===== config.mk =====
export PLATFORM = sky130hd
export DESIGN_NAME = calc_chain_arbiter_flat
export DESIGN_NICKNAME = d
export VERILOG_FILES = /design/src/rtl/calc_chain_arbiter_if.sv /design/src/rtl/calc_chain_arbiter.sv /design/src/flat_wrapper.sv
export SDC_FILE = /design/constraint.sdc
export NUM_CORES = 1
export LEC_CHECK = 0
export ABC_AREA = 1
export CAP_MARGIN = 20
export CORE_MARGIN = 4
export CORE_UTILIZATION = 40
export CTS_CLUSTER_DIAMETER = 100
export DETAILED_ROUTE_END_ITERATION = 16
export PLACE_DENSITY = 0.81
export REMOVE_ABC_BUFFERS = 1
export SKIP_CTS_REPAIR_TIMING = 1
export SYNTH_ARGS = -nofsm -noshare
export SYNTH_HDL_FRONTEND = slang
export SYNTH_SLANG_ARGS = --single-unit

===== constraint.sdc =====
create_clock -name clk -period 2.5 [get_ports clk]
set_input_delay 0.5 -clock clk [delete_from_list [all_inputs] [get_ports clk]]
set_output_delay 0.5 -clock clk [all_outputs]
set_load 0.02 [all_outputs]

===== src/rtl/calc_chain_arbiter_if.sv =====
// Requester, response and chain-side signals of calc_chain_arbiter.
// The arbiter takes the slave modport; the operand/chain side takes master.
interface calc_chain_arbiter_if #(
  parameter int unsigned DATA_W = 16,
  parameter int unsigned TAG_AW = 3
);
  logic              req0_valid;
  logic [DATA_W-1:0] req0_data;
  logic              req0_ready;
  logic              req1_valid;
  logic [DATA_W-1:0] req1_data;
  logic              req1_ready;
  logic              chain_write_req;
  logic [DATA_W-1:0] chain_write_data;
  logic              chain_full;
  logic              chain_done;
  logic [DATA_W-1:0] chain_product;
  logic              rsp0_valid;
  logic              rsp1_valid;
  logic [DATA_W-1:0] rsp_data;
  logic [TAG_AW:0]   outstanding;
  logic              tag_err;

  modport slave (
    input  req0_valid, req0_data, req1_valid, req1_data,
    input  chain_full, chain_done, chain_product,
    output req0_ready, req1_ready, chain_write_req, chain_write_data,
    output rsp0_valid, rsp1_valid, rsp_data, outstanding, tag_err
  );

  modport master (
    output req0_valid, req0_data, req1_valid, req1_data,
    output chain_full, chain_done, chain_product,
    input  req0_ready, req1_ready, chain_write_req, chain_write_data,
    input  rsp0_valid, rsp1_valid, rsp_data, outstanding, tag_err
  );
endinterface


===== src/rtl/calc_chain_arbiter.sv =====
// Two-requester arbiter for a shared in-order divider->multiplier chain, with a tag FIFO
// routing results back. Define ARB_FIXED_PRIO_EN for fixed priority (requester 0 wins).
module calc_chain_arbiter #(
  parameter int unsigned DATA_W    = 16,
  parameter int unsigned TAG_DEPTH = 8,
  parameter int unsigned TAG_AW    = 3
) (
  input logic                 clk,
  input logic                 rst,
  calc_chain_arbiter_if.slave bus
);
  localparam logic [TAG_AW:0] FullCount = (TAG_AW + 1)'(TAG_DEPTH);

  logic [TAG_AW:0]   r_outstanding;
  logic [TAG_AW-1:0] r_wr_ptr;
  logic [TAG_AW-1:0] r_rd_ptr;
  logic              r_tags [TAG_DEPTH];
  logic              r_rsp0;
  logic              r_rsp1;
  logic [DATA_W-1:0] r_rsp_data;
  logic              r_tag_err;

  logic w_can_issue;
  logic w_grant1;
  logic w_acc0;
  logic w_acc1;
  logic w_push;
  logic w_pop;
  logic w_head;

`ifdef ARB_FIXED_PRIO_EN
  always_comb w_grant1 = bus.req1_valid && !bus.req0_valid;
`else
  logic r_rr;

  always_comb w_grant1 = bus.req1_valid && (!bus.req0_valid || r_rr);

  // Pointer moves only on accept, so a blocked requester keeps its turn.
  always_ff @(posedge clk or posedge rst) begin
    if (rst) begin
      r_rr <= 1'b0;
    end else if (w_push) begin
      r_rr <= w_acc0;
    end
  end
`endif

  // Reset gates issue so every output reads 0 while rst is held.
  always_comb begin
    w_can_issue = !rst && !bus.chain_full && (r_outstanding < FullCount);
    w_acc0      = w_can_issue && bus.req0_valid && !w_grant1;
    w_acc1      = w_can_issue && bus.req1_valid && w_grant1;
    w_push      = w_acc0 || w_acc1;
    w_pop       = bus.chain_done && (r_outstanding != '0);
    w_head      = r_tags[r_rd_ptr];
  end

  always_ff @(posedge clk) begin
    if (w_push) begin
      r_tags[r_wr_ptr] <= w_acc1;
    end
  end

  always_ff @(posedge clk or posedge rst) begin
    if (rst) begin
      r_outstanding <= '0;
      r_wr_ptr      <= '0;
      r_rd_ptr      <= '0;
      r_rsp0        <= 1'b0;
      r_rsp1        <= 1'b0;
      r_rsp_data    <= '0;
      r_tag_err     <= 1'b0;
    end else begin
      r_rsp0 <= w_pop && !w_head;
      r_rsp1 <= w_pop && w_head;
      if (w_pop) begin
        r_rsp_data <= bus.chain_product;
        r_rd_ptr   <= r_rd_ptr + 1'b1;
      end
      if (w_push) begin
        r_wr_ptr <= r_wr_ptr + 1'b1;
      end
      if (bus.chain_done && (r_outstanding == '0)) begin
        r_tag_err <= 1'b1;
      end
      if (w_push && !w_pop) begin
        r_outstanding <= r_outstanding + 1'b1;
      end else if (w_pop && !w_push) begin
        r_outstanding <= r_outstanding - 1'b1;
      end
    end
  end

  assign bus.req0_ready       = w_acc0;
  assign bus.req1_ready       = w_acc1;
  assign bus.chain_write_req  = w_push;
  assign bus.chain_write_data = w_acc0 ? bus.req0_data : (w_acc1 ? bus.req1_data : '0);
  assign bus.rsp0_valid       = r_rsp0;
  assign bus.rsp1_valid       = r_rsp1;
  assign bus.rsp_data         = r_rsp_data;
  assign bus.outstanding      = r_outstanding;
  assign bus.tag_err          = r_tag_err;
endmodule


===== src/flat_wrapper.sv =====
// flat-port wrapper written by rule: the top's interface ports become plain ports
module calc_chain_arbiter_flat 
#(
  parameter int unsigned DATA_W    = 16,
  parameter int unsigned TAG_DEPTH = 8,
  parameter int unsigned TAG_AW    = 3
)
  (clk, rst, bus_req0_valid, bus_req0_data, bus_req1_valid, bus_req1_data, bus_chain_full, bus_chain_done, bus_chain_product, bus_req0_ready, bus_req1_ready, bus_chain_write_req, bus_chain_write_data, bus_rsp0_valid, bus_rsp1_valid, bus_rsp_data, bus_outstanding, bus_tag_err);
  calc_chain_arbiter_if #(.DATA_W(DATA_W), .TAG_AW(TAG_AW)) bus_i ();
  input logic clk;
  input logic rst;
  input wire logic [$bits(bus_i.req0_valid)-1:0] bus_req0_valid;
  input wire logic [$bits(bus_i.req0_data)-1:0] bus_req0_data;
  input wire logic [$bits(bus_i.req1_valid)-1:0] bus_req1_valid;
  input wire logic [$bits(bus_i.req1_data)-1:0] bus_req1_data;
  input wire logic [$bits(bus_i.chain_full)-1:0] bus_chain_full;
  input wire logic [$bits(bus_i.chain_done)-1:0] bus_chain_done;
  input wire logic [$bits(bus_i.chain_product)-1:0] bus_chain_product;
  output wire logic [$bits(bus_i.req0_ready)-1:0] bus_req0_ready;
  output wire logic [$bits(bus_i.req1_ready)-1:0] bus_req1_ready;
  output wire logic [$bits(bus_i.chain_write_req)-1:0] bus_chain_write_req;
  output wire logic [$bits(bus_i.chain_write_data)-1:0] bus_chain_write_data;
  output wire logic [$bits(bus_i.rsp0_valid)-1:0] bus_rsp0_valid;
  output wire logic [$bits(bus_i.rsp1_valid)-1:0] bus_rsp1_valid;
  output wire logic [$bits(bus_i.rsp_data)-1:0] bus_rsp_data;
  output wire logic [$bits(bus_i.outstanding)-1:0] bus_outstanding;
  output wire logic [$bits(bus_i.tag_err)-1:0] bus_tag_err;
  assign bus_i.req0_valid = bus_req0_valid;
  assign bus_i.req0_data = bus_req0_data;
  assign bus_i.req1_valid = bus_req1_valid;
  assign bus_i.req1_data = bus_req1_data;
  assign bus_i.chain_full = bus_chain_full;
  assign bus_i.chain_done = bus_chain_done;
  assign bus_i.chain_product = bus_chain_product;
  assign bus_req0_ready = bus_i.req0_ready;
  assign bus_req1_ready = bus_i.req1_ready;
  assign bus_chain_write_req = bus_i.chain_write_req;
  assign bus_chain_write_data = bus_i.chain_write_data;
  assign bus_rsp0_valid = bus_i.rsp0_valid;
  assign bus_rsp1_valid = bus_i.rsp1_valid;
  assign bus_rsp_data = bus_i.rsp_data;
  assign bus_outstanding = bus_i.outstanding;
  assign bus_tag_err = bus_i.tag_err;
  calc_chain_arbiter #(.DATA_W(DATA_W), .TAG_DEPTH(TAG_DEPTH), .TAG_AW(TAG_AW)) u_core (.clk(clk), .rst(rst), .bus(bus_i));
endmodule

; ---- After elaboration in Yosys (flattened, before gate mapping)
; Memories as Yosys holds them, arrays and structs flattened.
; Cells that the tools add are included.
; W data, S select, Z words.
[word_totals]
reg_bits = 30
ram_bits = 8
inputBits = 54
mem_count = 1
[classes]
addsub = 4
order_cmp = 1
muxes = 6
reduce_logical = 25
[memory_table]
columns = memory, words, width, read_ports, rd_clocked_by_memory_dff, write_ports, line
row1 = u_core.r_tags, 8, 1, 1, 0, 1, calc_chain_arbiter.sv:17  ; logic r_tags [TAG_DEPTH];
[ops]
columns = op, n
row1 = $mux W16, 2
row2 = $logic_and A1 B1 Y1, 13
row3 = $mux W4, 2
row4 = $logic_not A1 Y1, 7
row5 = $add A3 B1 Y3 const B, 2
row6 = $add A4 B1 Y4 const B, 1
row7 = $logic_not A4 Y1, 1
row8 = $lt A4 B4 Y1 const B, 1
row9 = $reduce_bool A4 Y1, 1
row10 = $sub A4 B1 Y4 const B, 1
row11 = $logic_or A1 B1 Y1, 2
row12 = $mux W1, 2
row13 = $reduce_bool A2 Y1, 1

; ---- Longest topological paths before layout
; Gate-level depths: netlist of run 1.
[logic_depth]
ltp_word = 10
depth_mapped = 12

; ---- Least setup slack after synthesis of run 1
; No wires, ideal clock.
[synth_path]
path_kind = reg2reg
from = register u_core.r_outstanding[3], in the netlist u_core.bus.outstanding[3]
to = register u_core.r_outstanding[3], in the netlist u_core.bus.outstanding[3]
setup_time_ps = 117
t_arrival_ps = 2164
required_ps = 2383
slack_ps = 218
path_stages_with_launch = 11
period_less_slack_ps = 2282
cell_sequence = dfrtp_1 nor3_2 nand2_2 nand2_1 ha_1 inv_1 ha_1 a21oi_1 nand3_1 nand3_1 nand2_1
[synth_via]
elab_chain_len = 8
elab_cells_between_ends = 18
cone_classes = add/sub: 2 / order compare: 1 / mux: 2 / reduce/logical: 13
[synth_rtl]
columns = item, line
row1 = "start, declared", calc_chain_arbiter.sv:14  ; logic [TAG_AW:0] r_outstanding;
row2 = "start signal, assigned", calc_chain_arbiter.sv:87  ; r_outstanding <= r_outstanding + 1'b1;
row3 = "start signal, assigned", calc_chain_arbiter.sv:89  ; r_outstanding <= r_outstanding - 1'b1;
row4 = $lt A4 B4 Y1 (*), calc_chain_arbiter.sv:50  ; w_can_issue = !rst && !bus.chain_full && (r_outstanding < FullCount);
row5 = $logic_and A1 B1 Y1 (*), calc_chain_arbiter.sv:50
row6 = $logic_and A1 B1 Y1 (on tied branches) (2 in series), "calc_chain_arbiter.sv:51, calc_chain_arbiter.sv:52"
row7 = $logic_or A1 B1 Y1 (*), calc_chain_arbiter.sv:53  ; w_push = w_acc0 || w_acc1;
row8 = net bus_chain_write_req, flat_wrapper.sv:21  ; output wire logic [$bits(bus_i.chain_write_req)-1:0] bus_chain_write_req;
row9 = $logic_not A1 Y1, calc_chain_arbiter.sv:88  ; end else if (w_pop && !w_push) begin
row10 = $logic_and A1 B1 Y1, calc_chain_arbiter.sv:88
row11 = $reduce_bool A2 Y1 (no line), --
; Mark *: on every way through the listed nets, which the timed path passes. The rest lies on a longest branch. The select of a mux whose other input is x is not followed.
; A chain may end at the register's enable or synchronous reset.

; ---- Worst setup path after layout of run 1
[layout_path]
from = input bus_chain_full
to = output bus_chain_write_data[1]
[layout_via]
elab_chain_len = 7
elab_cells_between_ends = 9
cone_classes = mux: 2 / reduce/logical: 7
[layout_rtl]
columns = item, line
row1 = "start, declared", flat_wrapper.sv:16  ; input wire logic [$bits(bus_i.chain_full)-1:0] bus_chain_full;
row2 = $logic_not A1 Y1 (*), calc_chain_arbiter.sv:50
row3 = $logic_and A1 B1 Y1 (*) (2 in series), calc_chain_arbiter.sv:50
row4 = $logic_and A1 B1 Y1 (2 in series), calc_chain_arbiter.sv:52  ; w_acc1 = w_can_issue && bus.req1_valid && w_grant1;
row5 = $mux W16, calc_chain_arbiter.sv:97  ; assign bus.chain_write_data = w_acc0 ? bus.req0_data : (w_acc1 ? bus.req1_data : '0);
row6 = $mux W16 (*), calc_chain_arbiter.sv:97
row7 = "end, declared", flat_wrapper.sv:22  ; output wire logic [$bits(bus_i.chain_write_data)-1:0] bus_chain_write_data;
; Every way passes the cells marked *; elsewhere a longest branch is shown, timed or not.

==> flow_metrics.tcl, run 1 <==
set metrics [dict create \
    synth_top_cell_area_share_pct 38.5 \
    rsz0062_at_grt "no" \
    viasPerCell 4.67 \
    reg2reg_from "u_core.bus.outstanding[3]" \
    dieArea_um2 6050 \
    worst_pin_slew_ns 0.375 \
    r2r_slack_ns 0.40 \
    critical_path_class "in -> out" \
    cts.clk_slew.worst_paths_ns 0.07 \
    powerDensity_nw_per_um2 882 \
    drive_gt1_share_pct 8.17 \
    min_path_type "reg -> reg" \
    core_um2 4720 \
    htreeDepth 2 \
    synth_warnings 0 \
    period_share_pct 94.6 \
    drv.max_cap_violation_count 0 \
    syn-cell-area_um2 1950 \
    rows 25 \
    antenna_left 0 \
    cts_tree "yes" \
    setup_viol 0 \
    critPathCaptureType "output pin" \
    synth_cell_types 22 \
    start_util_pct 41.3 \
    overflow 0 \
    path_max_fanout 18 \
    vias 1970 \
    wl_um 4870 \
    synth_edf_count 8 \
    hpwl_um 3800 \
    ioPinCount 96 \
    cts_root_buf "clkbuf_8" \
    fin_skew_ns 0.00380 \
    seq_area_frac_synth_pct 50.8 \
    syn_inst 244 \
    clock_path_buffers 2 \
    die_y_um 77.8 \
    status "finished clean" \
    arrival_ns 1.87 \
    relSlewSlack_pct 75.0 \
    clock-sinks 38 \
    synth-seq-cells 38 \
    hold_viol_final 0 \
    required_ns 2.00 \
    slew_viol_final 0 \
    syn_to_final_growth_pct 66.0 \
    finalCriticalPeriod_ns 2.37 \
    place_inst 414 \
    start_kind "input pin" \
    postSynthAreaPerCell_um2 7.99 \
    place.gp.congestion 0.845 \
    finalPower_w 0.00285 \
    track_usage_pct 17.3 \
    die_w_um 77.8 \
    route.detailed.wl_per_inst_um 11.5 \
    power.leakage_nw 1.85 \
    peakVddDrop_mv 0.340 \
    synthTopCellsByArea "dfrtp_1 (39%), nand2_1 (22%), edfxtp_1 (12%), nand3_1 (6.9%), inv_1 (3.5%)" \
    clock.fmax_ghz 0.423 \
    numCtsBuffers 5 \
    ys.flop_type "dfrtp_1" \
    grt_max_degree 31 \
    route.detailed.drc 0 \
    diodes 0 \
    hp-start "u_core.bus.tag_err" \
    dr.pass1.iters 4 \
    grt_pass1_vias 2015 \
    antenna_found_initial 0 \
    cp-startpoint "bus_chain_full" \
    grt_pass1_wl_um 8480 \
    insertion_delay_ns 0.28 \
    drtIter0Drc 94 \
    yosys.area.top_type "dfrtp_1" \
    final_cells 422 \
    synthArstFlopShare_pct 78.9 \
    numPortBuffers 95 \
    final_nets 414 \
]
## Yosys cell counts, types with 2 or more instances
library cell / instances
a21oi_1: 2
edfxtp_1: 8
nor2_1: 15
dfrtp_1: 30
xnor2_1: 3
nand2_1: 113
buf_2: 4
inv_1: 18
nand2_2: 3
ha_1: 5
nand3_1: 27
o21ai_0: 3
xor2_1: 4
## critical path, stage by stage
cell and delay [ns]:
clkdlybuf4s50_1 0.44, nor3_2 0.21, nand2_2 0.11, nor2_4 0.11, buf_12 0.15, nand2_1 0.05, nand2_1 0.05, dlymetal6s2s_1 0.24
## metrics by stage
stage	setup TNS [ns]	hold WS, ns	instance area, µm²	util (%)	setup WS [ns]
floorplan	0	0.466	1910	-	0.192
global placement	-3.88	0.448	3080	65.2	-0.224
detailed placement	-4.47	0.455	3080	65.2	-0.274
CTS	-4.23	0.471	3190	67.5	-0.269
global route	0	0.499	3240	68.5	0.000454
finish	0	0.469	3240	68.5	0.134
## sequential cells by signal, summed over array words and instances, names as in the netlist
register and cells:
u_core.bus.rsp_data 16, u_core.r_tags 8, u_core.bus.outstanding 4, u_core.r_rd_ptr 3, u_core.r_wr_ptr 3, u_core.bus.rsp0_valid 1
u_core.bus.rsp1_valid 1, u_core.bus.tag_err 1, u_core.r_rr 1
## area by class of cell
type	instances	area, µm²
clock buffer	6	72.6
clock inverter	2	37.5
fill	385	1490
inverter	19	71.3
multi-input combinational	180	845
sequential	38	991
tap	67	83.8
timing repair buffer	110	1140
## path summary, 6_finish.rpt
check,cells after the start,end
worst min-delay path,1,u_core.bus.tag_err
min in group asynchronous,3,u_core.r_wr_ptr[0]
worst max-delay path,8,bus_chain_write_data[1]
max in group asynchronous,3,u_core.bus.rsp0_valid
worst max register to register,11,u_core.bus.outstanding[3]
worst min register to register,1,u_core.bus.tag_err
## routing by layer
metal  share of wire, %  vias up  wire, µm  GRT usage, %
met5                  0        -         0             0
met4               0.55        0        27          3.20
met3                 12        5       569          7.42
met2                 48       94      2330          30.8
met1                 40      891      1940          19.0
li1                   -      980         -             -
## placed cells by master (no fill, tap or decap), drive strengths merged
| master | count |
|---|---|
| nand2 | 116 |
| clkdlybuf4s50 | 76 |
| dfrtp | 30 |
| nand3 | 27 |
| dlymetal6s2s | 19 |
| inv | 18 |
| nor2 | 16 |
| buf | 15 |
| edfxtp | 8 |
| clkbuf | 6 |
| ha | 5 |
| xor2 | 4 |
| xnor2 | 3 |
| o21ai | 3 |
| a21oi | 2 |
| nor3 | 1 |
| a21boi | 1 |
| clkinv | 1 |
| a31o | 1 |
| fa | 1 |
| bufinv | 1 |
| clkinvlp | 1 |
## power breakdown
group	switching (W)	leakage (nW)	internal [W]	total [W]
Sequential	0.000152	0.437	0.000834	0.000985
Clock	0.000207	0.0514	0.000297	0.000505
Combinational	0.000717	1.36	0.000646	0.00136
## logic make-up after synthesis
family                     share of synthesized area [%]
and+or+nand+nor                                     33.6
DFF                                                 50.8
buffers and inverters                               5.84
AOI/OAI and AO/OA                                   2.31
xor gates and xnor gates                            3.15
adders and majority gates                           4.24
Note: power is estimated with default switching activity, not from simulation.
==> run 2: changes to the inputs <==
ABC_CLOCK_PERIOD_IN_PS = 2500   (was default)
SLEW_MARGIN = 30   (was default)
==> results of run 2 <==
The final DEF is identical to that of run 1; final timing and power are the same.
==> run 3: changes to the inputs <==
==> constraint.sdc (replaced) <==
create_clock -name clk -period 2.5 [get_ports clk]
set_input_delay 0.625 -clock clk [delete_from_list [all_inputs] [get_ports clk]]
set_output_delay 0.625 -clock clk [all_outputs]
set_load 0.02 [all_outputs]
==> run 3 against run 2 <==
Critical path depth did not move. Critical path type unchanged. Sequential power rose by 1%. Critical endpoint unchanged. Cell count rose by 0.95%.
==> flow_metrics.tcl, run 3 (same netlist as run 1, synthesis figures left out) <==
set metrics [dict create \
    hpwl_um 4060 \
    critical_path_class "in -> out" \
    clock_path_buffers 2 \
    dr.pass1.iters 4 \
    clock.fmax_ghz 0.422 \
    place_inst 415 \
    reg2regPathDepth 13 \
    min_path_type "in -> async" \
    largest_reg_flops 16 \
    grt_use_met2_pct 31.6 \
    final_cells 426 \
    met1_usage_pct 18.4 \
    finalCriticalPeriod_ns 2.37 \
    multi_input_area_um2 881 \
    setup_viol 0 \
    worst_pin_slew_ns 0.390 \
    path_max_fanout 9 \
    cp_slowest_cell "nor3_2" \
    rsz0062_at_grt "no" \
    fin_skew_ns 0.00322 \
    place.gp.congestion 0.809 \
    path_buf_inv 3 \
    diodes 0 \
    cts.clk_slew.worst_paths_ns 0.07 \
    route.detailed.drc 0 \
    final_cell_mix "nand2_1 (111), clkdlybuf4s50_1 (72), dfrtp_1 (30), nand3_1 (26), inv_1 (17)" \
    route.detailed.wl_per_inst_um 13.0 \
    antenna_found_initial 0 \
    die_w_um 77.8 \
    arrival_ns 1.74 \
    slew_viol_final 0 \
    final_common_cell "nand2_1" \
    vias 2028 \
    insertion_delay_ns 0.29 \
    drv.max_cap_violation_count 0 \
    rows 25 \
    numPortBuffers 95 \
    status "finished clean" \
    die_y_um 77.8 \
    period_share_pct 94.8 \
    cts_root_buf "clkbuf_8" \
    clock-sinks 38 \
    start_kind "input pin" \
    crit_chain "dlymetal6s2s_1, nor3_2, nand2_2, nor2_4, buf_12, nand2_1, nand2_1, buf_4" \
    wl_um 5540 \
    place_area_um2 3090 \
    path_common_cell "nand2_1" \
    htreeDepth 2 \
    hold_viol_final 0 \
    grt_max_degree 31 \
    drtIter0Drc 82 \
    power.leakage_nw 1.67 \
    start_util_pct 41.3 \
    cts_tree "yes" \
    critPathCaptureType "output pin" \
    relSlewSlack_pct 74.0 \
    tns_ns 0 \
    numCtsBuffers 5 \
    drive_gt1_share_pct 15.9 \
    max_stage_delay_ns 0.24 \
    grt-busiest-layer "met2" \
    grt_pass1_vias 1918 \
    setup_ws_ns 0.131 \
    antenna_left 0 \
    dieArea_um2 6050 \
    final_nets 418 \
    core_um2 4720 \
    grt_use_met3_pct 8.70 \
    cp.depth 8 \
    viasPerCell 4.76 \
    required_ns 1.88 \
    register_area_um2 991 \
    powerDensity_nw_per_um2 880 \
    nFillCells 376 \
    peakVddDrop_mv 0.424 \
    pre_cts_ws_ns -0.492 \
    track_usage_pct 17.6 \
    syn_to_final_growth_pct 65.6 \
    ioPinCount 96 \
    critical_path.top_delay_family "simple AND/OR/NAND/NOR gates" \
    overflow 0 \
    stdcell_area_um2 3230 \
    grt_pass1_wl_um 8530 \
]
-- run 3: changes by cell type in the layout (fill, tap and decap cells not counted), moves of 4 or more --
cell / previous run / this run
buf_2: 0 / 8
buf_6: 0 / 4
clkbuf_2: 0 / 5
clkdlybuf4s50_1: 76 / 72
dlymetal6s2s_1: 19 / 7
-- run 3: final timing paths --
check | startpoint | end | slack [ns]
hold reg to reg | u_core.bus.tag_err | u_core.bus.tag_err | 0.47
setup reg to reg | u_core.bus.outstanding[3] | u_core.bus.outstanding[3] | 0.32
min in group clk | u_core.bus.tag_err | u_core.bus.tag_err | 0.47
hold / removal | rst | u_core.r_wr_ptr[2] | 0.45
setup / recovery | rst | bus_chain_write_data[1] | 0.13
max in group asynchronous | rst | u_core.r_rd_ptr[0] | 1.76
-- run 3: layer usage --
layer | wire length (µm) | share of wire (%)
met5 | 0 | 0
met4 | 115 | 2.1
met3 | 534 | 9.6
met2 | 2790 | 50
met1 | 2100 | 38
-- run 3: metrics by stage --
stage          util, %  hold WS, ns  total power [W]
2_1_floorplan        -        0.466          0.00175
3_3_place_gp      65.4        0.453          0.00235
3_5_place_dp      65.4        0.454          0.00240
4_1_cts           67.2        0.471          0.00282
5_1_grt           68.3        0.483          0.00305
6_report          68.3        0.450          0.00284
-- run 3: layout make-up --
cell class / instances / area share (%)
repair buffers: 114 / 34.5
clock inverters: 3 / 0.504
flip-flops and latches: 38 / 30.7
multi-input cells: 180 / 27.3
clock buffers: 5 / 2.13
well taps: 67 / 2.60
inverters: 19 / 2.29
-- run 3: worst register-to-register path: stages, from the launching register on --
cell	delay, ns
dfrtp_1	0.40
nor3_2	0.27
nand2_2	0.12
buf_4	0.15
nand2_1	0.08
buf_6	0.13
ha_2	0.18
inv_2	0.06
ha_1	0.30
nand3_2	0.09
nand2_1	0.09
nand2_1	0.06
nand3_1	0.10
nand2_1	0.06
-- run 3: where the power goes --
group | internal, W | leakage (nW) | switching [W]
combinational | 0.000677 | 1.19 | 0.000766
sequential | 0.000833 | 0.437 | 0.000162
clock | 0.000191 | 0.0416 | 0.000212
